$ cat src/rtl/uart_pkg.sv
// Shared types and derived-timing helpers for the UART receive path.
package uart_pkg;

   typedef enum logic [2:0] {
      IDLE,
      START,
      DATA,
      STOP,
      WAIT_HIGH
   } rx_state_t;

   // Clocks per bit period.
   function automatic int unsigned calc_rate_ratio(input int unsigned clock_rate,
                                                   input int unsigned baud_rate);
      return clock_rate / baud_rate;
   endfunction

   // Clocks between successive oversampling instants inside one bit.
   function automatic int unsigned calc_sample_spacing(input int unsigned rate_ratio,
                                                       input int unsigned n_samples);
      return rate_ratio / (n_samples + 1);
   endfunction

endpackage

$ cat src/rtl/uart_sample_timer.sv
// Bit-period time base: sample strobes every sample_spacing clocks within a bit and a
// bit_end strobe on the last clock of each bit. restart aligns the count to a start edge.
module uart_sample_timer #(
   parameter int unsigned rate_ratio     = 400,
   parameter int unsigned sample_spacing = 100,
   parameter int unsigned n_samples      = 3
) (
   input  logic clk,
   input  logic rst,
   input  logic restart,
   output logic sample,
   output logic last_sample,
   output logic bit_end
);

   localparam int unsigned CW = $clog2(rate_ratio);
   localparam int unsigned IW = $clog2(n_samples + 1);

   logic [CW-1:0] cnt_q, cnt_d;
   logic [CW-1:0] sub_q, sub_d;
   logic [IW-1:0] idx_q, idx_d;

   assign bit_end     = (cnt_q == CW'(rate_ratio - 1));
   assign sample      = (sub_q == CW'(sample_spacing)) && (idx_q < IW'(n_samples));
   assign last_sample = sample && (idx_q == IW'(n_samples - 1));

   // Next count: restart lands on count 1 so the restart cycle itself is offset 0.
   always_comb begin
      cnt_d = cnt_q;
      sub_d = sub_q;
      idx_d = idx_q;
      if (restart) begin
         cnt_d = CW'(1);
         sub_d = CW'(1);
         idx_d = '0;
      end else if (bit_end) begin
         cnt_d = '0;
         sub_d = '0;
         idx_d = '0;
      end else begin
         cnt_d = cnt_q + 1'b1;
         if (sample) begin
            sub_d = CW'(1);
            idx_d = idx_q + 1'b1;
         end else begin
            sub_d = sub_q + 1'b1;
         end
      end
   end

   // Counter registers.
   always_ff @(posedge clk or negedge rst) begin
      if (!rst) begin
         cnt_q <= '0;
         sub_q <= '0;
         idx_q <= '0;
      end else begin
         cnt_q <= cnt_d;
         sub_q <= sub_d;
         idx_q <= idx_d;
      end
   end

endmodule

$ cat src/rtl/uart_rx_sequencer.sv
// UART receiver: line synchroniser, start detection, majority-voted oversampling,
// LSB-first assembly, stop-bit check and a valid/ready holding register.
module uart_rx_sequencer
   import uart_pkg::*;
#(
   parameter int unsigned clock_rate = 100000000,
   parameter int unsigned baud_rate  = 250000,
   parameter int unsigned n_bits     = 8,
   parameter int unsigned n_samples  = 3
) (
   input  logic              clk,
   input  logic              rst,
   input  logic              data,
   input  logic              enable,
   output logic [n_bits-1:0] rx_data,
   output logic              rx_valid,
   input  logic              rx_ready,
   output logic              frame_error,
   output logic              overrun,
   output logic              busy
);

   localparam int unsigned RATE_RATIO     = calc_rate_ratio(clock_rate, baud_rate);
   localparam int unsigned SAMPLE_SPACING = calc_sample_spacing(RATE_RATIO, n_samples);
   localparam int unsigned VW             = $clog2(n_samples + 1);
   localparam int unsigned BW             = $clog2(n_bits + 1);

   if ((n_samples % 2) == 0 || n_samples < 1 || n_samples > 7) begin : g_bad_samples
      $error("n_samples must be odd and within 1..7");
   end
   if (RATE_RATIO < 2 * (n_samples + 1)) begin : g_bad_ratio
      $error("rate_ratio too small for the requested number of samples");
   end
   if (n_bits < 1 || n_bits > 16) begin : g_bad_bits
      $error("n_bits must be within 1..16");
   end

   rx_state_t         state_q, state_d;
   logic [1:0]        sync_q;
   logic              line_s;
   logic              sample, last_sample, bit_end;
   logic              start_det, shift_en, deliver, stop_bad;
   logic [VW-1:0]     ones_q, ones_d, ones_sum;
   logic              vote;
   logic [BW-1:0]     bit_cnt_q, bit_cnt_d;
   logic [n_bits-1:0] shift_q, shift_d;
   logic [n_bits-1:0] rx_data_q, rx_data_d;
   logic              rx_valid_q, rx_valid_d;
   logic              frame_error_q, frame_error_d;
   logic              overrun_q, overrun_d;

   // Two-flop synchroniser, preset to the idle-high line level.
   always_ff @(posedge clk or negedge rst) begin
      if (!rst) sync_q <= 2'b11;
      else      sync_q <= {sync_q[0], data};
   end
   assign line_s = sync_q[1];

   uart_sample_timer #(
      .rate_ratio     (RATE_RATIO),
      .sample_spacing (SAMPLE_SPACING),
      .n_samples      (n_samples)
   ) u_timer (
      .clk         (clk),
      .rst         (rst),
      .restart     (start_det),
      .sample      (sample),
      .last_sample (last_sample),
      .bit_end     (bit_end)
   );

   // Vote includes the sample being taken this cycle.
   assign ones_sum = ones_q + VW'(line_s);
   assign vote     = (ones_sum > VW'(n_samples / 2));

   // State register.
   always_ff @(posedge clk or negedge rst) begin
      if (!rst) state_q <= IDLE;
      else      state_q <= state_d;
   end

   // Next-state logic; frame timing decisions follow the sample timer strobes.
   always_comb begin
      state_d = state_q;
      unique case (state_q)
         IDLE:      if (!line_s && enable) state_d = START;
         START:     if (last_sample) state_d = vote ? IDLE : DATA;
         DATA:      if (bit_end && bit_cnt_q == BW'(n_bits)) state_d = STOP;
         STOP:      if (last_sample) state_d = vote ? IDLE : WAIT_HIGH;
         WAIT_HIGH: if (line_s) state_d = IDLE;
         default:   state_d = IDLE;
      endcase
   end

   // FSM outputs: strobes for the datapath and the busy flag.
   always_comb begin
      start_det = (state_q == IDLE) && !line_s && enable;
      shift_en  = (state_q == DATA) && last_sample;
      deliver   = (state_q == STOP) && last_sample && vote;
      stop_bad  = (state_q == STOP) && last_sample && !vote;
      busy      = (state_q != IDLE);
   end

   // Datapath next state: vote accumulator, bit counter, shift register, holding register.
   always_comb begin
      ones_d        = ones_q;
      bit_cnt_d     = bit_cnt_q;
      shift_d       = shift_q;
      rx_data_d     = rx_data_q;
      rx_valid_d    = rx_valid_q;
      frame_error_d = stop_bad;
      overrun_d     = 1'b0;
      if (start_det || last_sample) ones_d = '0;
      else if (sample)              ones_d = ones_sum;
      if (start_det) begin
         bit_cnt_d = '0;
      end else if (shift_en) begin
         bit_cnt_d          = bit_cnt_q + 1'b1;
         shift_d            = shift_q >> 1;
         shift_d[n_bits-1]  = vote;
      end
      if (rx_valid_q && rx_ready) rx_valid_d = 1'b0;
      if (deliver) begin
         if (!rx_valid_q || rx_ready) begin
            rx_data_d  = shift_q;
            rx_valid_d = 1'b1;
         end else begin
            overrun_d = 1'b1;
         end
      end
   end

   // Datapath registers.
   always_ff @(posedge clk or negedge rst) begin
      if (!rst) begin
         ones_q        <= '0;
         bit_cnt_q     <= '0;
         shift_q       <= '0;
         rx_data_q     <= '0;
         rx_valid_q    <= 1'b0;
         frame_error_q <= 1'b0;
         overrun_q     <= 1'b0;
      end else begin
         ones_q        <= ones_d;
         bit_cnt_q     <= bit_cnt_d;
         shift_q       <= shift_d;
         rx_data_q     <= rx_data_d;
         rx_valid_q    <= rx_valid_d;
         frame_error_q <= frame_error_d;
         overrun_q     <= overrun_d;
      end
   end

   assign rx_data     = rx_data_q;
   assign rx_valid    = rx_valid_q;
   assign frame_error = frame_error_q;
   assign overrun     = overrun_q;

endmodule

$ cat config.mk
export PLATFORM = sky130hd
export DESIGN_NAME = uart_rx_sequencer
export DESIGN_NICKNAME = d
export VERILOG_FILES = /design/src/rtl/uart_pkg.sv /design/src/rtl/uart_sample_timer.sv /design/src/rtl/uart_rx_sequencer.sv
export SDC_FILE = /design/constraint.sdc
export NUM_CORES = 1
export LEC_CHECK = 0
export CAP_MARGIN = 20
export CORE_ASPECT_RATIO = 1.75
export CORE_MARGIN = 4
export CORE_UTILIZATION = 30
export CTS_BUF_LIST = sky130_fd_sc_hd__clkbuf_2 sky130_fd_sc_hd__clkbuf_4 sky130_fd_sc_hd__clkbuf_8
export CTS_CLUSTER_SIZE = 16
export DETAILED_ROUTE_END_ITERATION = 12
export SLEW_MARGIN = 40
export SYNTH_ARGS = -nofsm -noshare
export SYNTH_HDL_FRONTEND = slang
export SYNTH_SLANG_ARGS = --single-unit
$ cat constraint.sdc
create_clock -name clk -period 1.73 [get_ports clk]
set_input_delay 0.346 -clock clk [delete_from_list [all_inputs] [get_ports clk]]
set_output_delay 0.346 -clock clk [all_outputs]
set_load 0.02 [all_outputs]
==> summary.md <==
| Metric | Value |
|---|---|
| CTS Sinks | `50` |
| Commonest cells post-synth | `dfrtp_1 (48), nor2_1 (23), mux2_2 (15)` |
| Outcome | `complete, but fails checks` |
| Leading area contributor after synthesis | `dfrtp_1` |
| Final worst slack | `-0.1082 ns` |
| Synth warn | `0` |
| Boundary Pins | `17` |
| Die Area | `9286 µm²` |
| Die width | `74.58 µm` |
| Worst Path Buf+Inv | `0` |
| CP Cell Sequence | `or3_4, nor4_4, nand4_4, mux2_4` |
| Cells after Synth | `196` |
| Pwr dens | `993.2 nW/µm²` |
| DRC viols | `0` |
| Synth cell types | `40` |
| Worst-margin pin slew | `0.4352 ns` |
| Synth Area per Inst | `11.87 µm²` |
| Number of synthesized flops with an enable pin | `0` |
| Synth Cell Area | `2327 µm²` |
| Final ANT Viol Nets | `0` |
| Via count | `1622` |
| Filler instances | `753` |
| Hpwl dp | `3.532 mm` |
| Top routing layer used | `met4` |
| Layout Skew | `0.01063 ns` |
| Peak supply drop | `0.0007966 V` |
| Worst-path clk slew | `0.09 ns` |
| Maximum clock insertion buffer count | `2` |
| Sequential share of the synthesized area | `53.87%` |
| Worst skew pair latency | `0.32 ns` |
| Core Rows | `42` |
| WL met2 | `2.723 mm` |
| Setup violation total in the final timing report | `8` |
| CTS tree | `built` |
| Dominant cells by area after synthesis | `dfrtp_1 (52%), mux2_2 (7.3%), ha_1 (4.3%), xor2_1 (4.1%), nor2_1 (3.7%)` |
| Final Hold Fails | `0` |
| CP Capture Type | `register` |
| LEAKAGE | `1.428 nW` |
| CTS root buf | `clkbuf_8` |
| Floorplan Core Area | `7567 µm²` |
| Clock buffer count from CTS | `5` |
| Async SR Flop Fraction | `100.0%` |
| RSZ-0062 raised after global routing | `yes` |
| Fin cells | `341` |
| Worst min path class | `register to register` |
| Antenna violations before repair | `0` |
| Synth Register Bits | `50` |
| Port buffer count | `16` |
| # nets final | `265` |
| Post-synth top area share | `51.61%` |
| Largest net degree at the start of global routing | `26` |
| Top-count cell post-synth | `dfrtp_1` |
| Share of layout cells above drive strength 1 | `35.97%` |
| WP data required | `1.93 ns` |
| CTS H-tree lvls | `2` |
| CP arrival | `2.04 ns` |
| Slowest CP cell | `dfrtp_1` |
| Congestion Overflow GR | `0` |
| Hold Worst Slack | `0.3624 ns` |
| Area occupied by multi-input gates | `1106 µm²` |
| CP Max Fanout | `8` |
| Slew Viols, Final | `0` |
| Slowest stage delay, CP | `0.41 ns` |
| Placed cell count | `323` |
| Failing checks | `negative setup slack` |
| Number of global-route vias before repair | `1671` |
| Number of max-cap violations | `0` |
| Crit share post-route | `106.3%` |
| CP Launch Type | `register` |
| Crit path max-delay family | `simple AND/OR/NAND/NOR gates` |
| ANT cells | `0` |
| M1 wire length | `1.842 mm` |
| Reg area | `1256 µm²` |
| Mean routed wirelength per cell | `14.08 µm` |
| CP Class | `register to register` |
| Post-synth top flop | `dfrtp_1` |
| Mapped Nets | `209` |
| Starting Density | `30.75%` |
| First-pass detailed-route iteration total | `4` |
| Area grow syn2layout | `32.26%` |
| Tmin final | `1.838 ns` |
| Die height | `124.5 µm` |
| Routed WL | `4.802 mm` |
| Iter 0 DRT Violations | `26` |
| Final core utilization | `40.67%` |
| Relative slew margins | `70.99%` |
| Fmax | `544.0 MHz` |
| GRT Util Overall | `11.18%` |
| First-pass GRT wire length | `7.879 mm` |
| Drt via density | `4.757` |
| DR WL met3 | `95 µm` |
| Routability Congestion | `0.7628` |
-- path summary, 6_finish.rpt --
kind	cells after the start	from	to	slack, ns
min in group asynchronous	2	rst	shift_q[6]	0.49
setup / recovery	4	u_timer.sub_q[7]	rx_data[4]	-0.11
setup reg to reg	4	u_timer.sub_q[7]	rx_data[4]	-0.11
max in group asynchronous	3	rst	u_timer.sub_q[8]	0.72
hold reg to reg	0	sync_q[0]	sync_q[1]	0.36
hold / removal	0	sync_q[0]	sync_q[1]	0.36
-- per-stage QoR --
| stage | worst slack [ns] | power (mW) | TNS, ns | area, µm² |
|---|---|---|---|---|
| after floorplan | -0.03541 | 1.923 | -0.2833 | 2330 |
| after detailed placement | -0.1041 | 2.215 | -0.8704 | 2806 |
| final | -0.1082 | 3.057 | -0.6434 | 3078 |
| after global placement | -0.07644 | 2.189 | -0.6899 | 2806 |
| after CTS | -0.09442 | 2.943 | -0.5825 | 2953 |
| after global routing | -0.2040 | 3.239 | -1.532 | 3078 |
-- report_power, final --
part | internal, mW | switching, mW | leakage (nW)
clock | 0.285 | 0.416 | 0.0441
combinational | 0.432 | 0.364 | 0.746
sequential | 1.35 | 0.204 | 0.637
total | 2.07 | 0.985 | 1.43
-- cell usage in the layout, fill, tap and decap left out, types with 3 or more instances in the layout --
master           synthesis  final
nor2_1                  23     22
mux2i_1                  3      3
dfrtp_1                 48     46
or3_4                    2      3
ha_2                     0      3
inv_1                   10      9
nand4_1                  4      4
buf_6                    0      4
o21ai_0                  6      5
clkbuf_8                 0      5
clkdlybuf4s50_1          0     14
ha_1                     8      5
xor2_1                  11     11
mux2_2                  15     13
and3_1                   6      6
buf_4                    0     31
xnor2_1                  6      6
nand3_1                 10     10
nand2_1                  4      4
-- worst reg2reg max path, delay by kind of cell, from the launching register on --
family           cells  cell delay, ns
and+or+nand+nor      3            0.97
DFF                  1            0.41
muxes                1            0.35
-- final cells by class --
| cell class | count | area share [%] |
|---|---|---|
| Inverter | 10 | 1.220 |
| Clock inverter | 3 | 0.6911 |
| Clock buffer | 5 | 2.236 |
| Sequential cell | 50 | 40.81 |
| Multi-Input combinational cell | 131 | 35.93 |
| Timing Repair Buffer | 54 | 15.53 |
| Tap cell | 88 | 3.577 |
-- sequential cells by signal, summed over array words and instances (netlist names) --
signal / cells
bit_cnt_q: 4
frame_error: 1
ones_q: 2
overrun: 1
rx_data: 8
rx_valid: 1
shift_q: 8
state_q: 3
sync_q: 2
u_timer.cnt_q: 9
u_timer.idx_q: 2
u_timer.sub_q: 9
-- kinds of logic (layout without fill, tap and decap cells) --
family	after synthesis	count (layout)	synth area share (%)
buffers and inverters	15	72	2.634
and+or+nand+nor	77	77	21.56
AOI/OAI and AO/OA	11	11	2.688
DFF	50	50	53.87
xor gates and xnor gates	17	17	6.398
adders and majority gates	8	8	4.301
muxes	18	18	8.548
-- metal layers --
layer | vias up | track usage (%)
met5 | - | 0
met4 | 0 | 5.660
met3 | 8 | 2.585
met2 | 14 | 19.44
met1 | 813 | 12.11
li1 | 787 | -
-- timing repair --
item	CTS	global route
endpoints found under the setup margin	30	31
gates resized for setup	13	18
pin swaps	3	7
setup buffers	2	6
cloned	1	0
hold endpoints to repair	14	0
hold buffers	1	0
(Power assumes the default switching activity.)
==> edit (same settings) <==
Take the reset off `rx_data_q` and load it in a clocked block of its own.
--- a/src/rtl/uart_rx_sequencer.sv
+++ b/src/rtl/uart_rx_sequencer.sv
@@ -137,5 +137,4 @@
          bit_cnt_q     <= '0;
          shift_q       <= '0;
-         rx_data_q     <= '0;
          rx_valid_q    <= 1'b0;
          frame_error_q <= 1'b0;
@@ -145,9 +144,12 @@
          bit_cnt_q     <= bit_cnt_d;
          shift_q       <= shift_d;
-         rx_data_q     <= rx_data_d;
          rx_valid_q    <= rx_valid_d;
          frame_error_q <= frame_error_d;
          overrun_q     <= overrun_d;
       end
+   end
+
+   always_ff @(posedge clk) begin
+      rx_data_q <= rx_data_d;
    end
 
Behaviour: no difference found for any inputs over 10 cycles, from zero or initial values and one cycle with rst low; that may be too few to reach the edited logic, so the function may still have changed.
==> edit against the unedited design <==
The flow still finishes with violations (negative setup slack); area after synthesis fell by 3.9%; worst setup slack better by 0.053 ns; sequential cell count unchanged; sequential share of layout area grew 4.8 points; final area decreased by 7.7%; routed wire length fell by 16%.
Power is not compared: it rests on default switching activity, and its combinational part moved more than twofold at a synthesized area within 25%.
==> edit: results <==
metrics = {
    "critical_path": {
        "critPathLaunch": "u_timer.idx_q[1]",
        "cp-endpoint": "rx_data[4]",
        "reg2regPathDepth": 5,
        "worst-endpoint-arrival_ns": 1.79,
    },
    "cts": {
        "number_of_instances_resized_during_post_cts_repair": 9,
    },
    "grt": {
        "groute.layer.met2.usage_pct": 17.3,
        "grt_start_max_net_pins": 43,
        "global_route.usage.met3_pct": 2.31,
        "grt_first_pass_wirelength_mm": 6.94,
        "global_routing_usage_summed_across_all_routing_layers_pct": 10.0,
        "use_met1_pct": 11.5,
        "number_of_global_route_vias_before_repair": 1512,
    },
    "yosys": {
        "synthesis.area_per_instance_um2": 11.9,
        "synth_compound_gate_area_share_pct": 3.53,
        "synthArstFlopShare_pct": 84.0,
        "synth.lib_cells_used.distinct": 43,
        "synth_common_cells": "40 x dfrtp_1, 19 x nor2_1, 10 x nand3_1, 10 x xor2_1",
        "synth_top_cells_by_area": "dfrtp_1 45%, edfxtp_1 11%, ha_1 4.5%",
        "synth-xor-area-share_pct": 6.27,
        "synth_fp_nets": 201,
        "synth-adder-area-share_pct": 4.48,
        "synth.area.mux_share_pct": 4.03,
        "edff_count_synth": 8,
    },
    "sta": {
        "setup-violations-final": 10,
        "fin_worst_hold_slack_ns": 0.101,
        "finClkSkew_ns": 0.0105,
        "postLayoutSetupSlackWorst_ns": -0.0556,
    },
    "run_status": {
        "status": "finished with violations",
        "failed_checks": "negative setup slack",
    },
    "route": {
        "wirelength_met1_mm": 1.60,
        "drt_wl_total_mm": 4.03,
        "drt_iter0_markers": 28,
        "dr_wl_met2_mm": 2.21,
        "wl_met3_um": 135,
    },
    "finish": {
        "final_net_count": 245,
        "layout-drive-gt1-share_pct": 30.0,
        "instances_no_fill": 319,
    },
    "place": {
        "gp_congestion": 0.691,
        "placed_cells": 304,
        "place.detailed.hpwl_mm": 2.81,
    },
    "hold_path": {
        "hold_class": "in2async",
    },
}
edit: cell types whose count changed after synthesis, moves of 3 or more:
cell      delta
dfrtp_1      -8
edfxtp_1     +8
mux2_2       -7
a21oi_1      +4
nand2_1      +4
nor2_1       -4
mux2i_1      -3
edit: final cells by class:
class / instances / area [um^2]
clock buffer: 5 / 68.8
clock inverter: 3 / 23.8
fill: 721 / 4390
inverter: 8 / 30.0
multi-input combinational: 124 / 955
sequential: 50 / 1290
tap: 86 / 108
timing repair buffer: 43 / 360
edit: power by group:
group / total, mW / switching (mW) / internal, mW
clock network: 0.704 / 0.415 / 0.290
registers: 1.32 / 0.0708 / 1.25
logic: 0.123 / 0.0578 / 0.0651
edit: metrics by stage:
stage,worst slack [ns],area (um^2)
4_1_cts,-0.119,2770
3_3_place_gp,-0.260,2630
5_1_grt,-0.150,2840
2_1_floorplan,-0.103,2250
6_report,-0.0556,2840
3_5_place_dp,-0.269,2630
